**src/rtl/sp_ram_pkg.sv**
```systemverilog
// Shared definitions for the single-port RAM arbiter: controller states and requester count.
package sp_ram_pkg;

    typedef enum logic [0:0] {
        ST_INIT = 1'b0,
        ST_RUN  = 1'b1
    } state_e;

    localparam int unsigned NUM_REQ = 2;

endpackage

```
**src/rtl/single_port_ram.sv**
```systemverilog
// Single-port RAM with a registered one-cycle read; contents are not reset.
module single_port_ram #(
    parameter int ADDR_W = 3,
    parameter int DATA_W = 8
) (
    input  logic              clk,
    input  logic [ADDR_W-1:0] addr,
    input  logic [DATA_W-1:0] data_in,
    input  logic              we,
    output logic [DATA_W-1:0] data_out
);

    logic [DATA_W-1:0] mem_q [2**ADDR_W];

    // Write port and registered read port share one address.
    always_ff @(posedge clk) begin
        if (we) begin
            mem_q[addr] <= data_in;
        end
        data_out <= mem_q[addr];
    end

endmodule

```
**src/rtl/sp_ram_arbiter.sv**
```systemverilog
// Two-requester round-robin arbiter in front of a single-port RAM that is
// cleared to zero after every reset before any access is accepted.
module sp_ram_arbiter
    import sp_ram_pkg::*;
#(
    parameter int ADDR_W = 3,
    parameter int DATA_W = 8
) (
    input  logic              clk,
    input  logic              rst_n,
    input  logic              req0_valid,
    output logic              req0_ready,
    input  logic              req0_we,
    input  logic [ADDR_W-1:0] req0_addr,
    input  logic [DATA_W-1:0] req0_wdata,
    input  logic              req1_valid,
    output logic              req1_ready,
    input  logic              req1_we,
    input  logic [ADDR_W-1:0] req1_addr,
    input  logic [DATA_W-1:0] req1_wdata,
    output logic              rsp0_valid,
    output logic [DATA_W-1:0] rsp0_rdata,
    output logic              rsp1_valid,
    output logic [DATA_W-1:0] rsp1_rdata,
    output logic              init_done
);

    localparam logic [ADDR_W-1:0] CNT_LAST = {ADDR_W{1'b1}};

    state_e              state_q, state_d;
    logic [ADDR_W-1:0]   cnt_q, cnt_d;
    logic                last_q, last_d;
    logic                owner_q, owner_d;
    logic                pend_q, pend_d;
    logic [NUM_REQ-1:0]  ready_s;
    logic                hs_s;
    logic [ADDR_W-1:0]   ram_addr_s;
    logic [DATA_W-1:0]   ram_din_s;
    logic                ram_we_s;
    logic [DATA_W-1:0]   ram_dout_s;

    // Controller state, clear counter, last grant and pending-response registers.
    always_ff @(posedge clk) begin
        if (!rst_n) begin
            state_q <= ST_INIT;
            cnt_q   <= {ADDR_W{1'b0}};
            last_q  <= 1'b1;
            owner_q <= 1'b0;
            pend_q  <= 1'b0;
        end else begin
            state_q <= state_d;
            cnt_q   <= cnt_d;
            last_q  <= last_d;
            owner_q <= owner_d;
            pend_q  <= pend_d;
        end
    end

    // Next state, grant selection and RAM port steering.
    always_comb begin
        state_d    = state_q;
        cnt_d      = cnt_q;
        last_d     = last_q;
        owner_d    = owner_q;
        pend_d     = 1'b0;
        ready_s    = {NUM_REQ{1'b0}};
        hs_s       = 1'b0;
        ram_addr_s = cnt_q;
        ram_din_s  = {DATA_W{1'b0}};
        ram_we_s   = 1'b0;
        case (state_q)
            ST_INIT: begin
                ram_we_s = rst_n;
                cnt_d    = cnt_q + 1'b1;
                if (cnt_q == CNT_LAST) begin
                    state_d = ST_RUN;
                end else begin
                    state_d = ST_INIT;
                end
            end
            ST_RUN: begin
                // Under contention the requester not granted last wins.
                ready_s[0] = rst_n & req0_valid & (~req1_valid | last_q);
                ready_s[1] = rst_n & req1_valid & (~req0_valid | ~last_q);
                hs_s       = |ready_s;
                if (ready_s[1]) begin
                    ram_addr_s = req1_addr;
                    ram_din_s  = req1_wdata;
                    ram_we_s   = req1_we;
                end else begin
                    ram_addr_s = req0_addr;
                    ram_din_s  = req0_wdata;
                    ram_we_s   = ready_s[0] & req0_we;
                end
                if (hs_s) begin
                    last_d  = ready_s[1];
                    owner_d = ready_s[1];
                    pend_d  = ~ram_we_s;
                end else begin
                    last_d  = last_q;
                    owner_d = owner_q;
                    pend_d  = 1'b0;
                end
            end
            default: begin
                state_d = ST_INIT;
                cnt_d   = {ADDR_W{1'b0}};
            end
        endcase
    end

    single_port_ram #(
        .ADDR_W (ADDR_W),
        .DATA_W (DATA_W)
    ) u_ram (
        .addr     (ram_addr_s),
        .data_in  (ram_din_s),
        .we       (ram_we_s),
        .clk      (clk),
        .data_out (ram_dout_s)
    );

    assign req0_ready = ready_s[0];
    assign req1_ready = ready_s[1];
    // A pending pulse is suppressed as soon as reset is applied.
    assign rsp0_valid = rst_n & pend_q & ~owner_q;
    assign rsp1_valid = rst_n & pend_q & owner_q;
    assign rsp0_rdata = ram_dout_s;
    assign rsp1_rdata = ram_dout_s;
    assign init_done  = (state_q == ST_RUN);

endmodule

```
**config.mk**
```make
export PLATFORM = sky130hd
export DESIGN_NAME = sp_ram_arbiter
export DESIGN_NICKNAME = d
export VERILOG_FILES = /design/src/rtl/sp_ram_pkg.sv /design/src/rtl/single_port_ram.sv /design/src/rtl/sp_ram_arbiter.sv
export SDC_FILE = /design/constraint.sdc
export NUM_CORES = 1
export LEC_CHECK = 0
export ABC_AREA = 1
export CAP_MARGIN = 20
export CORE_UTILIZATION = 55
export CTS_CLUSTER_SIZE = 12
export DETAILED_ROUTE_END_ITERATION = 6
export PLACE_DENSITY = 0.84
export SLEW_MARGIN = 20
export SYNTH_ARGS = -nofsm -noshare
export SYNTH_HDL_FRONTEND = slang
export SYNTH_SLANG_ARGS = --single-unit
```
**constraint.sdc**
```tcl
create_clock -name clk -period 3.85 [get_ports clk]
set_clock_uncertainty 0.05 [all_clocks]
set_input_delay 0.77 -clock clk [delete_from_list [all_inputs] [get_ports clk]]
set_output_delay 0.77 -clock clk [all_outputs]
set_load 0.005 [all_outputs]
```
==> flow_summary.yaml <==
outcome:
  outcome: "complete, but fails checks"
  violations: "DRC"
placement:
  routability_cong: 0.907
  dp_hpwl_mm: 5.39
  port-buffer-count: 48
detailed_routing:
  antenna_violating_nets_post_route: 0
  detailed_route_wire_length_mm: 7.81
  drcViolationCount: 4
  routedWlPerCell_um: 14.4
  drt_first_iter_violations: 263
  vias: 2764
  detail_route.first_pass.iterations: 6
  via_per_inst: 5.10
min_path:
  hold_crit_class: "reg -> reg"
worst_setup_path:
  crit_type: "in -> out"
  startpoint: "rst_n"
  timing.critical_path.to: "req1_ready"
  critical_path.reg2reg.startpoint: "init_done"
  critPathRequiredTime_ns: 3.03
  timing.reg2reg.worst_path_depth: 6
  startpoint_type_of_the_worst_setup_path: "primary input"
  cp-end-kind: "output pin"
  worstReg2RegEnd: "u_ram.mem_q[6][4]"
  r2r_setup_slack_ns: 1.31
  arrival_time_at_the_worst_endpoint_ns: 2.40
  critical_path_peak_fanout: 17
die:
  die_h_um: 84.9
  die-area_um2: 7210
  floorplan.die.width_um: 84.9
  initial_utilization: 0.582
  num_rows: 29
  io-pin-count: 49
  core_region_area_um2: 6490
timing:
  final.setup.tns_ns: 0
  fmax_mhz: 311
  final_min_period_over_clock_period: 0.835
  hold_ws_ns: 0.452
  slew_headroom: 0.441
  post-route-min-period_ns: 3.22
  report.final.slew_viol_count: 0
  hold_viol_final: 0
  grt_setup_unrepaired: "no"
  finalSetupViolations: 0
  tightest_slew_ns: 0.835
synthesis:
  part_of_the_yosys_area_used_for_sequential_elements: 0.588
  synth.net_count: 446
  netlist_instances: 416
  yosysWarningCount: 0
  synth_async_sr_flop_share: 0
  yosysUniqueCellTypes: 23
  synth.most_common_cell: "nand2_1"
  synth_common_cells: "nand2_1, inv_1, edfxtp_1"
  netlist.area_leader.share: 0.508
  syn_area_per_cell_um2: 9.09
  yosys_most_used_dff: "edfxtp_1"
  netlist.top_cell.by_area: "edfxtp_1"
  flip_flop_and_latch_count_after_synthesis: 79
  count_of_flip_flops_with_a_built_in_enable_after_synthesis: 64
  netlist_top_cells_area: "edfxtp_1, nand2_1, inv_1, dfxtp_1, nand3_1"
  netlist_area_um2: 3780
finish:
  utilization: 0.682
  final_layout_size_suffix_gt1_frac: 0.0989
  num-nets-final: 490
  antenna_cells_inserted: 0
  n_fill_cell: 473
  area_growth_pct: 17.2
clock_network:
  cts_post_setup_buffers_inserted: 0
  post_cts.resized_instances: 0
  ctsLongestPathBuffers: 2
  ctsHtreeMaxLevel: 3
  postCtsHoldBufs: 0
  cts_tree: "yes"
  insertion_delay_ns: 0.35
  worst_setup_hold_path_clk_slew_ns: 0.08
  cts_inserted_buffers: 9
  cts_num_sinks: 79
  cts_root_buf: "clkbuf_8"
grt:
  grt_antenna_before_repair: 0
  grt_first_pass_wirelength_mm: 12.6
  grt_pass1_vias: 2717
  grt_usage: 0.239
  globalRouteOverflowTotal: 0
  grt_start_max_net_pins: 33
power:
  vdd_drop_max_mv: 0.254
  power-per-cell-area_nw_per_um2: 423
  p_leak_uw: 0.00197
job:
  drv.max_cap_violation_count: 0
how the worst min path moves through the flow:
stage / startpoint / endpoint / depth (start not counted)
after floorplan: owner_q / owner_q / 2
after global placement: owner_q / owner_q / 2
after detailed placement: owner_q / owner_q / 2
after CTS: cnt_q[0] / cnt_q[0] / 2
after global routing: owner_q / owner_q / 2
final: owner_q / owner_q / 2
per-layer routing:
metal,GRT usage,vias to the layer above,share of wire
li1,-,1363,-
met1,0.283,1264,0.41
met2,0.408,114,0.50
met3,0.0360,23,0.061
met4,0.154,0,0.031
met5,0,-,0
where the power goes:
group	switching [µW]	internal, µW
Clock	329	305
Sequential	15.3	953
Combinational	139	131
area by class of cell:
type	instances	area [µm²]	share of cell area
Timing Repair Buffer	51	503	0.114
Clock buffer	9	124	0.0280
Multi-Input combinational cell	218	1020	0.231
Sequential cell	79	2220	0.502
Tap cell	77	96.3	0.0218
Inverter	101	384	0.0867
Clock inverter	7	78.8	0.0178
critical path, stage by stage:
cell             delay, ns
clkdlybuf4s50_1       0.66
nand2_4               0.10
inv_6                 0.11
nand2_8               0.10
nor2_1                0.14
clkdlybuf4s50_1       0.53
cells by family (layout without fill, tap and decap cells):
family | Yosys count | after routing | synth area share
compound gates | 16 | 16 | 0.0238
fa+ha+maj | 2 | 2 | 0.00662
simple gates | 200 | 200 | 0.240
buf+inv | 119 | 168 | 0.142
flops | 79 | 79 | 0.588
sequential cells by signal (all words and copies together) (netlist names):
| signal | count |
|---|---|
| u_ram.mem_q | 64 |
| u_ram.data_out | 8 |
| cnt_q | 3 |
| owner_q | 1 |
| last_q | 1 |
| pend_q | 1 |
| init_done | 1 |
placed cells by master, fill, tap and decap left out:
cell and n:
nand2_1 109, inv_1 93, edfxtp_1 64, clkdlybuf4s50_1 48, nand3_1 45, nor2_1 29
dfxtp_1 15, o21ai_0 10, clkbuf_8 9, inv_2 7, nand2_2 6, nor2_4 4
nand2_4 3, inv_6 3, a21oi_1 3, clkinvlp_4 3, buf_4 3, nand3_2 2
o21ai_2 2, ha_1 2, nand2_8 1, or2_2 1, o211ai_1 1, clkinv_4 1
bufinv_16 1
stage by stage:
step           setup WS, ns  area [µm²]  total power (µW)  cells
2_1_floorplan          1.51        3780              1150    416
3_3_place_gp          0.606        4230              1250    526
3_5_place_dp          0.528        4230              1260    526
4_1_cts               0.638        4430              1870    542
5_1_grt               0.513        4430              1940    542
6_report              0.633        4430              1870    542
Note: power is estimated with default switching activity, not from simulation.
